--- config.mk ---
export PLATFORM = sky130hd
export DESIGN_NAME = vga_plot_arbiter
export DESIGN_NICKNAME = d
export VERILOG_FILES = /design/src/rtl/vga_plot_arbiter.sv
export SDC_FILE = /design/constraint.sdc
export NUM_CORES = 1
export LEC_CHECK = 0
export BUFFER_PORTS_ARGS = -buffer_cell sky130_fd_sc_hd__buf_2
export CAP_MARGIN = 20
export CORE_AREA = 2 2 65 67
export DETAILED_ROUTE_END_ITERATION = 12
export DIE_AREA = 0 0 67 69
export HOLD_SLACK_MARGIN = 0.02
export PLACE_DENSITY_LB_ADDON = 0.12
export RECOVER_POWER = 100
export SYNTH_ARGS = -nofsm -noshare
export SYNTH_HDL_FRONTEND = slang
export SYNTH_SLANG_ARGS = --single-unit
export TNS_END_PERCENT = 100
--- constraint.sdc ---
create_clock -name clk -period 5.95 [get_ports clk]
set_clock_uncertainty 0.15 [all_clocks]
set_input_delay 0.8925 -clock clk [delete_from_list [all_inputs] [get_ports clk]]
set_output_delay 0.8925 -clock clk [all_outputs]
set_load 0.005 [all_outputs]
--- src/rtl/vga_plot_arbiter.sv ---
// vga_plot_arbiter: round-robin, burst-bounded sharing of the vga_adapter pixel port between BG and AIM.
module vga_plot_arbiter #(
  parameter int BURST_MAX = 16,
  parameter int X_MAX     = 320,
  parameter int Y_MAX     = 240
) (
  input  logic       clk,
  input  logic       reset,
  input  logic       aim_en,
  input  logic       bg_req,
  input  logic [8:0] bg_x,
  input  logic [7:0] bg_y,
  input  logic [2:0] bg_colour,
  output logic       bg_gnt,
  input  logic       aim_req,
  input  logic [8:0] aim_x,
  input  logic [7:0] aim_y,
  input  logic [2:0] aim_colour,
  output logic       aim_gnt,
  output logic [8:0] vga_x,
  output logic [7:0] vga_y,
  output logic [2:0] vga_colour,
  output logic       vga_plot,
  output logic [7:0] drop_cnt
);
  localparam int BW = BURST_MAX > 1 ? $clog2(BURST_MAX) : 1;
  typedef enum logic [1:0] {IDLE, SERVE_BG, SERVE_AIM} state_t;
  state_t state, state_n;
  logic last_aim, last_aim_n;
  logic [BW-1:0] burst, burst_n;
  logic aim_req_e, xfer, at_limit, in_range;
  logic [8:0] px_x;
  logic [7:0] px_y;
  logic [2:0] px_c;
  assign bg_gnt    = state == SERVE_BG;
  assign aim_gnt   = state == SERVE_AIM;
  assign aim_req_e = aim_req & aim_en;
  assign xfer      = (bg_gnt & bg_req) | (aim_gnt & aim_req_e);
  assign at_limit  = burst == BW'(BURST_MAX - 1);
  assign px_x      = bg_gnt ? bg_x : aim_x;
  assign px_y      = bg_gnt ? bg_y : aim_y;
  assign px_c      = bg_gnt ? bg_colour : aim_colour;
  assign in_range  = (px_x < 9'(X_MAX)) & (px_y < 8'(Y_MAX));
  always_comb begin
    state_n    = state;
    last_aim_n = last_aim;
    case (state)
      IDLE:
        state_n = (bg_req & aim_req_e) ? (last_aim ? SERVE_BG : SERVE_AIM) :
                  bg_req ? SERVE_BG : aim_req_e ? SERVE_AIM : IDLE;
      SERVE_BG:
        if (!bg_req | (at_limit & aim_req_e)) begin
          state_n    = aim_req_e ? SERVE_AIM : IDLE;
          last_aim_n = 1'b0;
        end
      SERVE_AIM:
        if (!aim_req_e | (at_limit & bg_req)) begin
          state_n    = bg_req ? SERVE_BG : IDLE;
          last_aim_n = 1'b1;
        end
      default: state_n = IDLE;
    endcase
    burst_n = (state_n != state) ? '0 : !xfer ? burst : at_limit ? '0 : burst + BW'(1);
  end
  always_ff @(posedge clk) begin
    if (reset) begin
      state      <= IDLE;
      last_aim   <= 1'b0;
      burst      <= '0;
      vga_x      <= '0;
      vga_y      <= '0;
      vga_colour <= '0;
      vga_plot   <= 1'b0;
      drop_cnt   <= '0;
    end else begin
      state    <= state_n;
      last_aim <= last_aim_n;
      burst    <= burst_n;
      vga_plot <= xfer & in_range;
      if (xfer & in_range) begin
        vga_x      <= px_x;
        vga_y      <= px_y;
        vga_colour <= px_c;
      end
      if (xfer & !in_range & (drop_cnt != 8'hff)) drop_cnt <= drop_cnt + 8'd1;
    end
  end
endmodule

# [Word-level counts from Yosys, hierarchy flattened]
# Cells that the tools add are included.
[word_totals] output_inout_bits=31 word_cells=54 regBits=36 in_bits=45
[classes] add_sub_neg=2 n_reduce_logical=7 n_eq_ne=7 mux=15 n_lt_le_gt_ge=2 n_bitwise=13
[ops] op="2-bit two-way mux" count=6
[ops] op="1-bit AND" count=10
[ops] op="9-bit < comparator (second input constant)" count=1
[ops] op="9-bit two-way mux" count=1
[ops] op="8-bit by 1-bit adder with 8-bit output (second input constant)" count=1
[ops] op="8-bit < comparator (second input constant)" count=1
[ops] op="8-bit two-way mux" count=1
[ops] op="8-bit inequality test (second input constant)" count=1
[ops] op="2-bit case mux with 3 select lines" count=1
[ops] op="4-bit by 1-bit adder with 4-bit output (second input constant)" count=1
[ops] op="4-bit == test (second input constant)" count=1
[ops] op="4-bit two-way mux" count=1
[ops] op="2-bit by 1-bit inequality test with 1-bit output (second input constant)" count=2
[ops] op="1-bit logical NOT" count=3
[ops] op="1-bit two-way mux" count=3
[ops] op="3-bit two-way mux" count=1
[ops] op="1-bit OR" count=3
[ops] op="3-bit AND reduction" count=1
[ops] op="2-bit by 1-bit == test with 1-bit output (second input constant)" count=1
[ops] op="2-bit == test (second input constant)" count=1
[ops] op="2-bit logical NOT" count=1
[ops] op="2-bit inequality test" count=1
[ops] op="1-bit case mux with 2 select lines" count=1
[ops] op="2-bit nonzero test" count=1
[ops] op="2-bit OR reduction" count=1

# [Logic depth before layout (Yosys ltp)]
# Gate-level depths: netlist of the first run.
[logic_depth] ltp_word=7 ltp_mapped=9 ltp_nobuf=7

# [Least setup slack after synthesis of the first run]
# Ideal clock, no wire load.
[synth_path] kind="in2reg" from="input port aim_req" to="register drop_cnt[6]" cell_stages=7 n_path_buf=2 required_time_ns=5.729 slack_ns=3.635 t_arrival_ns=2.095 setup_ns=0.071 cell_sequence="buf_2 > a32oi_2 > a41oi_1 > o31ai_2 > buf_6 > or3_1 > a21oi_1"
[synth_via] elab_chain_cells=5
[synth_lines] element="start, declared" line="15" source="input logic aim_req,"
[synth_lines] element="1-bit AND" line="37" source="assign aim_req_e = aim_req & aim_en;"
[synth_lines] element="1-bit AND" line="38" source="assign xfer = (bg_gnt & bg_req) | (aim_gnt & aim_req_e);"
[synth_lines] element="1-bit OR" line="38"
[synth_lines] element="1-bit AND (2 in series)" line="85" source="if (xfer & !in_range & (drop_cnt != 8'hff)) drop_cnt <= drop_cnt + 8'd1;"
[synth_lines] element="end signal, assigned" line="85"
[synth_lines] element="end, declared" line="24" source="output logic [7:0] drop_cnt"
# Every way passes these cells.
# A chain may end at the register's enable or synchronous reset.

# [Worst setup path after layout of the first run]
[layout_path] from="register state[0]" to="register vga_y[6]"
[layout_via] elab_chain_cells=5 word_cells_on_any_way=11 cone_classes="2 x order compare; 2 x eq/ne; 2 x mux; 5 x bitwise"
[layout_lines] element="start, declared" line="28" source="state_t state, state_n;"
[layout_lines] element="start signal, assigned" line="76" source="state <= state_n;"
[layout_lines] element="2-bit by 1-bit == test with 1-bit output" line="35" source="assign bg_gnt = state == SERVE_BG;"
[layout_lines] element="9-bit two-way mux or 8-bit two-way mux (tied branches)" line="40, 41"
[layout_lines] element="9-bit < comparator or 8-bit < comparator (tied branches)" line="43" source="assign in_range = (px_x < 9'(X_MAX)) & (px_y < 8'(Y_MAX));"
[layout_lines] element="1-bit AND" line="43"
[layout_lines] element="1-bit AND" line="80" source="if (xfer & in_range) begin"
[layout_lines] element="end signal, assigned" line="82" source="vga_y <= px_y;"
[layout_lines] element="end, declared" line="21" source="output logic [7:0] vga_y,"
# Several ways; a longest one is shown, not always the timed one.

==> summary.md, run 1 <==
| Metric | Value |
|---|---|
| First-pass GRT wire length | 6950 um |
| Hold EP | vga_x[2]$_SDFFE_PP0P_ |
| WL/cell | 13.3 um |
| Initial DRC count | slightly below 90 |
| Initial antenna violation count | 0 |
| Met1 Usage GRT | 23.6% |
| Clk pin slew, worst setup/hold paths | approximately 70 ps |
| Die X-Extent | between 60 and 70 um |
| Synth cell types | 41 |
| Max VDD drop | around 0.11 mV |
| Pins Over Slew Limit | 32 |
| Max_cap viols | 1 |
| # clock sinks | 36 |
| Met3 GRT Util | 6.36% |
| Syn nets | between 200 and 300 |
| Post-synth EDFFs | 0 |
| Class of the worst hold path | reg -> reg |
| Setup violators final | 0 |
| RSZ-0062 raised after global routing | false |
| Fillers | between 300 and 400 |
| Slew HR | -5.31% |
| Post-synthesis area per instance | a little under 9 um2 |
| Yosys top cell by area | dfxtp_1 |
| Yosys reg bits | 36 |
| Hold Startpoint | vga_x[2]$_SDFFE_PP0P_ |
| Routability Congestion | between 0.8 and 0.9 |
| Hold Buf Count CTS | 0 |
| Maximum clock frequency | 229 MHz |
| Number of global-route vias before repair | approximately 1.6k |
| Ant. Diodes | 0 |
| H-tree depth | 2 |
| Setup Fix Bufs, Post-CTS | 0 |
| DRC | 0 |
| FF-to-FF path depth | 7 |
| Nets | between 300 and 400 |
| Area growth, synth to finish | 21.1% |
| I/O Buffers | 75 |
| CTS Root Buffer Type | clkbuf_8 |
| Synth Cell Area | between 1500 and 2000 um2 |
| Crit. End Element | register |
| Total track usage | between 10% and 20% |
| Routed WL | approximately 4500 um |
| Crit path buf inv count | 1 |
| Initial cell density of the core | slightly below 50% |
| Die Y | between 60 and 70 um |
| Ranking of synthesized cells by area | dfxtp_1, mux2i_1, a211oi_1, nor2_1, ha_1 |
| Post-route ant nets | 0 |
| Final Hold Vio Count | 0 |
| Reg-to-reg startpoint | state[0]$_SDFF_PP0_ |
| I/O pin total | 76 |
| DR vias | roughly 1.9k |
| CP max stage delay | between 1000 and 1500 ps |
| Finished Cell Area | 2350 um2 |
| Data required, critical path | around 6000 ps |
| R2r endpoint | vga_y[6]$_SDFFE_PP0P_ |
| PostCTS Resize Cnt | 0 |
| Async SR Flop Fraction | 0% |
| Die ar. | roughly 4600 um2 |
| CORE AREA | between 3000 and 4000 um2 |
| Post-DR vias/cell | approximately 5.5 |
| Share of cells above drive strength 1 | between 20% and 30% |
| Cts bufs inserted | 5 |
| Post-layout min period | ~4400 ps |
| Failing checks | max-capacitance violations, max-slew violations |
| FF-to-FF setup slack | around 1600 ps |
| Crit path cell chain | ha_1, mux2i_1, a211oi_1, nor4_4, clkbuf_1, nor2_1, a211oi_1 |
| Period utilization | about three quarters |
| PD cells | 219 nW/um2 |
| CTS tree | yes |
| Top cells by count, synth | dfxtp_1, nor2_1, a211oi_1, mux2i_1, nand2_1 |
| Most numerous cell in the Yosys netlist | dfxtp_1 |
| Worst slew pin tran | around 1600 ps |
| Busiest grt layer | met2 |
| Met2 Track Usage GR | a little under a third |
| Hold Path Depth | 2 |
| Post-Synthesis Cells | about 220 |
| CP Max Fanout | 31 |
| Fin cells | between 300 and 400 |
| Yosys top cell area share | between 30% and 40% |
| Type of origin of the critical path | register |
| DP Area | around 2300 um2 |
| Finished Core Util | roughly three fifths |
| Leak | 0.951 nW |
| Clk_lat worst skew | just under 300 ps |
| Slowest-stage cell, CP | ha_1 |
| # rows | 23 |
| Register area share after synthesis | a little under two fifths |
| Overall power | about 0.00051 W |
| Dpl cells | about 330 |
| Grt ovf | 0 |
| Largest net degree at the start of global routing | 34 |
| Family with the most delay on the worst path | adder cells |
| Crit path arrival time | between 4000 and 5000 ps |
| DP HPWL | roughly 3200 um |
| Drt pass-1 iters | 4 |
| Yosys warnings | 0 |
| Maximum buffer depth of the clock tree | 2 |
| Final TNS setup | 0 ps |
| Status | finished with violations |
| Top cell by count, worst path | a211oi_1 |
| Setup Crit Path Kind | reg -> reg |
| Ys flop type | dfxtp_1 |
[layout by cell type, fill, tap and decap left out, drive strengths merged, types with 5 or more instances in the layout]
| master | instances |
|---|---|
| dfxtp | 36 |
| mux2i | 21 |
| buf | 67 |
| nor2 | 28 |
| or3 | 6 |
| nor3 | 9 |
| a211oi | 22 |
| clkbuf | 16 |
| nand3 | 6 |
| nand2 | 18 |
| a21oi | 13 |
| o21ai | 9 |
| inv | 5 |
| ha | 6 |
[how the worst max path moves through the flow]
| stage | depth (start not counted) | start | to |
|---|---|---|---|
| final | 7 | state[0]$_SDFF_PP0_ | vga_y[6]$_SDFFE_PP0P_ |
| after global placement | 7 | state[0]$_SDFF_PP0_ | vga_y[0]$_SDFFE_PP0P_ |
| after detailed placement | 7 | state[0]$_SDFF_PP0_ | vga_y[6]$_SDFFE_PP0P_ |
| after floorplan | 7 | aim_req | drop_cnt[6]$_SDFFE_PP0P_ |
| after global routing | 7 | state[0]$_SDFF_PP0_ | vga_y[0]$_SDFFE_PP0P_ |
| after CTS | 7 | state[0]$_SDFF_PP0_ | vga_y[6]$_SDFFE_PP0P_ |
[report_power, final]
part | total [W] | leakage (nW) | switching (W) | internal [W]
sequential | 0.000256 | 0.292 | 0.00000583 | 0.000250
clock | 0.000169 | 0.0424 | 0.0000858 | 0.0000836
combinational | 0.0000893 | 0.617 | 0.0000490 | 0.0000403
[tightest hold or removal path: cells and delay by family (launching register included)]
kind,cells,cell delay (ps)
AOI/OAI and AO/OA,1,50
and+or+nand+nor,1,90
DFF,1,310
[layout make-up]
type	instances	area [um2]	area share, %
inverters	5	18.8	0.798
clock buffers	7	76.3	3.25
clock inverters	1	8.76	0.373
multi-input cells	166	1090	46.6
repair buffers	76	369	15.7
well taps	50	62.6	2.66
flip-flops and latches	36	721	30.7
[metrics by stage]
| step | hold WS (ps) | setup WS (ps) |
|---|---|---|
| 2_1_floorplan | 333 | 3630 |
| 3_5_place_dp | 339 | 2520 |
| 6_report | 344 | 1580 |
| 3_3_place_gp | 332 | 2630 |
| 5_1_grt | 376 | 1200 |
| 4_1_cts | 348 | 2500 |
[cell families (layout without fill, tap and decap cells)]
| kind of cell | count (synthesis) | after routing | synth area share (%) |
|---|---|---|---|
| buffers and inverters | 21 | 89 | 5.61 |
| adders and majority gates | 6 | 6 | 3.87 |
| xor gates and xnor gates | 2 | 2 | 0.902 |
| AOI/OAI and AO/OA | 58 | 58 | 21.5 |
| muxes | 21 | 21 | 10.8 |
| and+or+nand+nor | 79 | 79 | 20.2 |
| DFF | 36 | 36 | 37.1 |
[flip-flops by register name (all words and copies together), names as in the netlist]
| signal | cells |
|---|---|
| vga_colour | 3 |
| vga_y | 8 |
| burst | 4 |
| last_aim | 1 |
| drop_cnt | 8 |
| vga_plot | 1 |
| state | 2 |
| vga_x | 9 |
[layer usage]
layer	vias up	part of all wire (%)
met5	-	0
met1	821	45
met2	76	44
met3	10	8.7
li1	964	-
met4	0	1.3
Power figures use the tool's default switching activity.
==> inputs of run 2 (changes only) <==
--- a/config.mk
+++ b/config.mk
@@ -7,9 +7,9 @@
 export LEC_CHECK = 0
 export BUFFER_PORTS_ARGS = -buffer_cell sky130_fd_sc_hd__buf_2
 export CAP_MARGIN = 20
-export CORE_AREA = 2 2 65 67
+export CORE_AREA = 2 2 67 69
 export DETAILED_ROUTE_END_ITERATION = 12
-export DIE_AREA = 0 0 67 69
+export DIE_AREA = 0 0 69 71
 export HOLD_SLACK_MARGIN = 0.02
 export PLACE_DENSITY_LB_ADDON = 0.12
 export RECOVER_POWER = 100
==> constraint.sdc (replaced) <==
create_clock -name clk -period 4.1 [get_ports clk]
set_clock_uncertainty 0.15 [all_clocks]
set_input_delay 0.615 -clock clk [delete_from_list [all_inputs] [get_ports clk]]
set_output_delay 0.615 -clock clk [all_outputs]
set_load 0.005 [all_outputs]
==> run 2 against run 1 <==
Compared with the run above:
- the run now ends clean
- worst hold slack about the same
- global-route usage fell by 0.44 points
- count of clock-buffer cells in the layout grew 1
- core utilization down 3.8 points
- critical path type unchanged
- critical endpoint is now vga_x[8]$_SDFFE_PP0P_
- largest power group unchanged
==> summary.md, run 2 (same netlist as run 1, synthesis figures left out) <==
| Metric | Value |
|---|---|
| Status | completed |
| Die ar. | 4900 um2 (+6.0%) |
| Setup Fix Bufs, Post-CTS | 0 (unchanged) |
| DRC | 0 (unchanged) |
| Routability Congestion | 0.895 (+3.4%) |
| First-pass GRT wire length | 7440 um (+7.1%) |
| Commonest non-fill, non-tap cell in the layout | buf_2 |
| Crit path to | vga_x[8]$_SDFFE_PP0P_ |
| Initial cell density of the core | 46.2% (-3.4 points) |
| Max_cap viols | 0 (-1) |
| Maximum buffer depth of the clock tree | 2 (unchanged) |
| Crit path arrival time | 3190 ps (-1230 ps) |
| DP HPWL | 3210 um (-0.58%) |
| WL/cell | 13.1 um (-1.5%) |
| Max reg flops | 9 (unchanged) |
| Setup violators final | 0 (unchanged) |
| Post-layout min period | 3140 ps (-1230 ps) |
| CP Depth | 7 (unchanged) |
| Finished Core Util | 56.3% (-3.8 points) |
| Final Hold Vio Count | 0 (unchanged) |
| I/O pin total | 76 (unchanged) |
| Leak | 0.938 nW (-1.3%) |
| I/O Buffers | 75 (unchanged) |
| FF-to-FF setup slack | 960 ps (-620 ps) |
| Drt pass-1 iters | 4 (unchanged) |
| Setup Crit Path Kind | reg -> reg |
| PD cells | 321 nW/um2 (+47%) |
| Number of global-route vias before repair | 1,584 (+0.063%) |
| Hold Buf Count CTS | 0 (unchanged) |
| Hold_ws | 345 ps (+0.468 ps) |
| RSZ-0062 raised after global routing | false |
| Die Y | 71 um (+2.9%) |
| Post-route ant nets | 0 (unchanged) |
| Fillers | 409 (+8.5%) |
| Class of the worst hold path | reg -> reg |
| Data required, critical path | 4150 ps (-1850 ps) |
| Die X-Extent | 69 um (+3.0%) |
| Crit path buf inv count | 2 (+1) |
| Cts bufs inserted | 5 (unchanged) |
| DP Area | 2310 um2 (+0.44%) |
| Family with the most delay on the worst path | buffers and inverters |
| Ant. Diodes | 0 (unchanged) |
| Period utilization | 76.7% (+3.2 points) |
| R2r endpoint | vga_x[8]$_SDFFE_PP0P_ |
| Reg-to-reg startpoint | state[0]$_SDFF_PP0_ |
| Critical Path Start | state[0]$_SDFF_PP0_ |
| CP max stage delay | 610 ps (-660 ps) |
| Initial antenna violation count | 0 (unchanged) |
| Grt ovf | 0 (unchanged) |
| Max VDD drop | 0.168 mV (+54%) |
| Initial DRC count | 75 (-14%) |
| Pins Over Slew Limit | 0 (-100%) |
| Slowest-stage cell, CP | clkbuf_2 |
| CP Max Fanout | 41 (+32%) |
| # clock sinks | 36 (unchanged) |
| Final TNS setup | 0 ps (unchanged) |
| Clk pin slew, worst setup/hold paths | 70 ps (about the same) |
| Maximum clock frequency | 318 MHz (+39%) |
| Largest net degree at the start of global routing | 42 (+24%) |
| Finished Cell Area | 2370 um2 (+0.69%) |
| DR vias | 1,847 (-1.3%) |
| Worst slew pin tran | 814 ps (-765 ps) |
| Crit path cell chain | ha_1, buf_4, a32oi_2, nor4_4, clkbuf_2, nor2_1, a211oi_1 |
| Share of cells above drive strength 1 | 25.3% (-0.77 points) |
| Clk_lat worst skew | 290 ps (about the same) |
| Area growth, synth to finish | 21.9% |
| Type of origin of the critical path | register |
| # rows | 24 (+4.3%) |
| Biggest register | vga_x |
| PostCTS Resize Cnt | 0 (unchanged) |
| Commonest cells after routing, fill and taps aside | buf_2, dfxtp_1, nor2_1 |
| Routed WL | 4510 um (-0.64%) |
| Slew HR | 45.4% (+51 points) |
| Crit. End Element | register |
| Nets | 342 (+0.29%) |
| Regs by FF count | vga_x x9, drop_cnt x8, vga_y x8 |
| H-tree depth | 2 (unchanged) |
| CTS Root Buffer Type | clkbuf_8 |
| CTS tree | yes |
| Post-DR vias/cell | 5.37 (-2.1%) |
| Total track usage | 18.5% (-0.44 points) |
| CORE AREA | 4200 um2 (+7.4%) |
| FF-to-FF path depth | 7 (unchanged) |
==> run 2: cell type report <==
cell class / count / area [um2] / area share, %
timing repair buffer: 77 / 372 / 15.7
tap: 52 / 65.1 / 2.75
multi-input combinational: 166 / 1100 / 46.5
sequential: 36 / 721 / 30.4
clock buffer: 8 / 90.1 / 3.81
inverter: 5 / 18.8 / 0.793
==> run 2: where the power goes <==
part | switching (W) | internal [W]
Clock | 0.000123 | 0.000137
Sequential | 0.00000853 | 0.000363
Combinational | 0.0000706 | 0.0000578
==> run 2: per-stage QoR <==
| stage | setup slack, ps | instances | total power, W |
|---|---|---|---|
| after global routing | 572 | 344 | 0.000796 |
| after floorplan | 1980 | 223 | 0.000466 |
| after detailed placement | 1390 | 336 | 0.000511 |
| after global placement | 1430 | 336 | 0.000511 |
| final | 956 | 344 | 0.000760 |
| after CTS | 1370 | 344 | 0.000770 |
==> run 2: worst reg2reg max path, stage by stage (launching register included) <==
cell and delay, ps:
dfxtp_1 490, ha_1 590, buf_4 420, a32oi_2 180, nor4_4 300, clkbuf_2 610
nor2_1 90, a211oi_1 240
==> run 2: worst min path at each step <==
stage | slack (ps) | start | cells past startpoint | to
after global routing | 360 | vga_y[1]$_SDFFE_PP0P_ | 2 | vga_y[1]$_SDFFE_PP0P_
after CTS | 350 | vga_y[7]$_SDFFE_PP0P_ | 2 | vga_y[7]$_SDFFE_PP0P_
after detailed placement | 340 | vga_y[7]$_SDFFE_PP0P_ | 2 | vga_y[7]$_SDFFE_PP0P_
final | 340 | vga_y[1]$_SDFFE_PP0P_ | 2 | vga_y[1]$_SDFFE_PP0P_
after global placement | 330 | drop_cnt[5]$_SDFFE_PP0P_ | 2 | drop_cnt[5]$_SDFFE_PP0P_
after floorplan | 330 | drop_cnt[5]$_SDFFE_PP0P_ | 2 | drop_cnt[5]$_SDFFE_PP0P_
==> run 2: routing by layer <==
| layer | global-route usage [%] | share of wire (%) |
|---|---|---|
| met1 | 25.2 | 47 |
| met2 | 28.6 | 46 |
| met3 | 4.42 | 5.6 |
| met4 | 6.75 | 1.5 |
| met5 | 0 | 0 |
==> inputs of run 3 (changes only) <==
==> constraint.sdc (replaced) <==
create_clock -name clk -period 2.9 [get_ports clk]
set_clock_uncertainty 0.15 [all_clocks]
set_input_delay 0.435 -clock clk [delete_from_list [all_inputs] [get_ports clk]]
set_output_delay 0.435 -clock clk [all_outputs]
set_load 0.005 [all_outputs]
==> run 3 against run 2 <==
Compared with the run above:
- sequential share of layout area decreased by 0.37 points
- power increased by 42%
- wire length decreased by 1.8%
- non-clock buffer count increased by 4
- worst hold slack got worse by 11 ps
- global-route usage about the same
- register-to-register slack got worse by 630 ps
- die area unchanged
- largest cell class unchanged
- highest routed layer unchanged
==> summary.md, run 3 (same netlist as run 1, synthesis figures left out) <==
| Metric | Value |
|---|---|
| Routability Congestion | 0.943 (+5.4%) |
| Initial cell density of the core | 46.2% (unchanged) |
| Grt ovf | 0 (unchanged) |
| Post-layout min period | around 2600 ps |
| FF-to-FF setup slack | 330 ps (-630 ps) |
| WL/cell | 12.7 um (-3.0%) |
| Hold EP | vga_y[2]$_SDFFE_PP0P_ |
| Die ar. | 4900 um2 (unchanged) |
| Cts bufs inserted | 5 (unchanged) |
| DRC | 0 (unchanged) |
| Total track usage | 18.5% (about the same) |
| CP Max Fanout | 13 (-68%) |
| Number of global-route vias before repair | 1,679 (+6.0%) |
| Commonest non-fill, non-tap cell in the layout | buf_2 |
| RSZ-0062 raised after global routing | false |
| CTS Root Buffer Type | clkbuf_8 |
| Setup Fix Bufs, Post-CTS | 0 (unchanged) |
| R2r endpoint | drop_cnt[5]$_SDFFE_PP0P_ |
| Final TNS setup | 0 ps (unchanged) |
| Post-DR vias/cell | 5.39 (+0.40%) |
| Maximum buffer depth of the clock tree | 2 (unchanged) |
| # clock sinks | 36 (unchanged) |
| Drt pass-1 iters | 4 (unchanged) |
| Reg-to-reg startpoint | state[0]$_SDFF_PP0_ |
| Maximum clock frequency | ~390 MHz |
| PostCTS Resize Cnt | 0 (unchanged) |
| FF-to-FF path depth | 7 (unchanged) |
| Crit. End Element | output pin |
| I/O Buffers | 75 (unchanged) |
| Setup violators final | 0 (unchanged) |
| H-tree depth | 2 (unchanged) |
| Hold Path Depth | 3 (+1) |
| Initial antenna violation count | 0 (unchanged) |
| Ant. Diodes | 0 (unchanged) |
| Slew HR | 54.0% (+8.7 points) |
| Met2 Track Usage GR | 30.6% (+1.9 points) |
| Share of cells above drive strength 1 | 26.0% (+0.67 points) |
| I/O pin total | 76 (unchanged) |
| Nets | 346 (+1.2%) |
| Biggest register | vga_x |
| Routed WL | 4430 um (-1.8%) |
| Clk_lat worst skew | 290 ps (about the same) |
| DP HPWL | 3280 um (+2.0%) |
| Data required, critical path | 2320 ps (-1830 ps) |
| Die X-Extent | 69 um (unchanged) |
| PD cells | 451 nW/um2 (+41%) |
| Die Y | 71 um (unchanged) |
| Class of the worst hold path | in -> reg |
| Area growth, synth to finish | 23.4% |
| Commonest cells after routing, fill and taps aside | buf_2, dfxtp_1, nor2_1 |
| Setup Crit Path Kind | reg -> out |
| Crit path arrival time | 1990 ps (-1200 ps) |
| Largest net degree at the start of global routing | 42 (unchanged) |
| Worst slew pin tran | 690 ps (-125 ps) |
| CTS tree | yes |
| Period utilization | approximately 89% |
| Hold Startpoint | aim_y[2] |
| Max reg flops | 9 (unchanged) |
| Type of origin of the critical path | register |
| DR vias | 1,876 (+1.6%) |
| Met3 GRT Util | 5.27% (+0.85 points) |
| Busiest grt layer | met2 |
| Max VDD drop | 0.211 mV (+26%) |
| Hold Buf Count CTS | 0 (unchanged) |
| Regs by FF count | vga_x x9, drop_cnt x8, vga_y x8 |
| Pins Over Slew Limit | 0 (unchanged) |
| Met1 Usage GRT | 23.8% (-1.4 points) |
| Status | completed |
| Clk pin slew, worst setup/hold paths | 80 ps (about the same) |
| Final Hold Vio Count | 0 (unchanged) |
| Max_cap viols | 0 (unchanged) |
| Overall power | 0.00108 W (+42%) |
| CORE AREA | 4200 um2 (unchanged) |
| # rows | 24 (unchanged) |
| Leak | 0.944 nW (+0.58%) |
| Post-route ant nets | 0 (unchanged) |
| First-pass GRT wire length | 7490 um (+0.74%) |
| Initial DRC count | 66 (-12%) |
==> run 3: final cells by class <==
cell class | count | area, um2
fillers | 427 | 1810
multi-input cells | 166 | 1100
flip-flops and latches | 36 | 721
repair buffers | 81 | 395
clock buffers | 7 | 86.3
well taps | 52 | 65.1
inverters | 5 | 18.8
clock inverters | 1 | 7.51
==> run 3: worst max-delay path: stages (launching register included) <==
cell,delay [ps]
dfxtp_1,480
ha_2,410
clkbuf_1,570
buf_2,230
==> run 3: how the worst max path moves through the flow <==
| stage | slack, ps | cells past startpoint | startpoint | to |
|---|---|---|---|---|
| 6_report | 320 | 3 | state[0]$_SDFF_PP0_ | bg_gnt |
| 3_3_place_gp | 410 | 7 | state[0]$_SDFF_PP0_ | vga_x[6]$_SDFFE_PP0P_ |
| 5_1_grt | 70 | 7 | state[0]$_SDFF_PP0_ | drop_cnt[5]$_SDFFE_PP0P_ |
| 3_5_place_dp | 330 | 7 | state[0]$_SDFF_PP0_ | vga_y[0]$_SDFFE_PP0P_ |
| 4_1_cts | 300 | 7 | state[0]$_SDFF_PP0_ | vga_y[0]$_SDFFE_PP0P_ |
| 2_1_floorplan | 780 | 8 | state[1]$_SDFF_PP0_ | vga_colour[0]$_SDFFE_PP0P_ |
==> run 3: through the flow <==
| step | setup slack [ps] | cell area (um2) | hold slack (ps) | utilization [%] | instances |
|---|---|---|---|---|---|
| floorplan | 778 | 1940 | 333 | - | 223 |
| finish | 323 | 2400 | 333 | 57.0 | 348 |
| detailed placement | 327 | 2340 | 341 | 55.7 | 340 |
| CTS | 297 | 2430 | 322 | 57.9 | 348 |
| global route | 72.2 | 2400 | 344 | 57.0 | 348 |
| global placement | 408 | 2340 | 332 | 55.7 | 340 |
==> run 3: layer usage <==
metal / part of all wire [%] / vias to the layer above
met4: 0.34 / 0
li1: - / 961
met5: 0 / -
met3: 6.9 / 2
met1: 46 / 846
met2: 46 / 67
==> run 3: where the power goes <==
| group | switching [W] | total [W] | internal, W |
|---|---|---|---|
| sequential | 0.0000122 | 0.000525 | 0.000513 |
| clock | 0.000181 | 0.000374 | 0.000193 |
| combinational | 0.0000987 | 0.000182 | 0.0000836 |
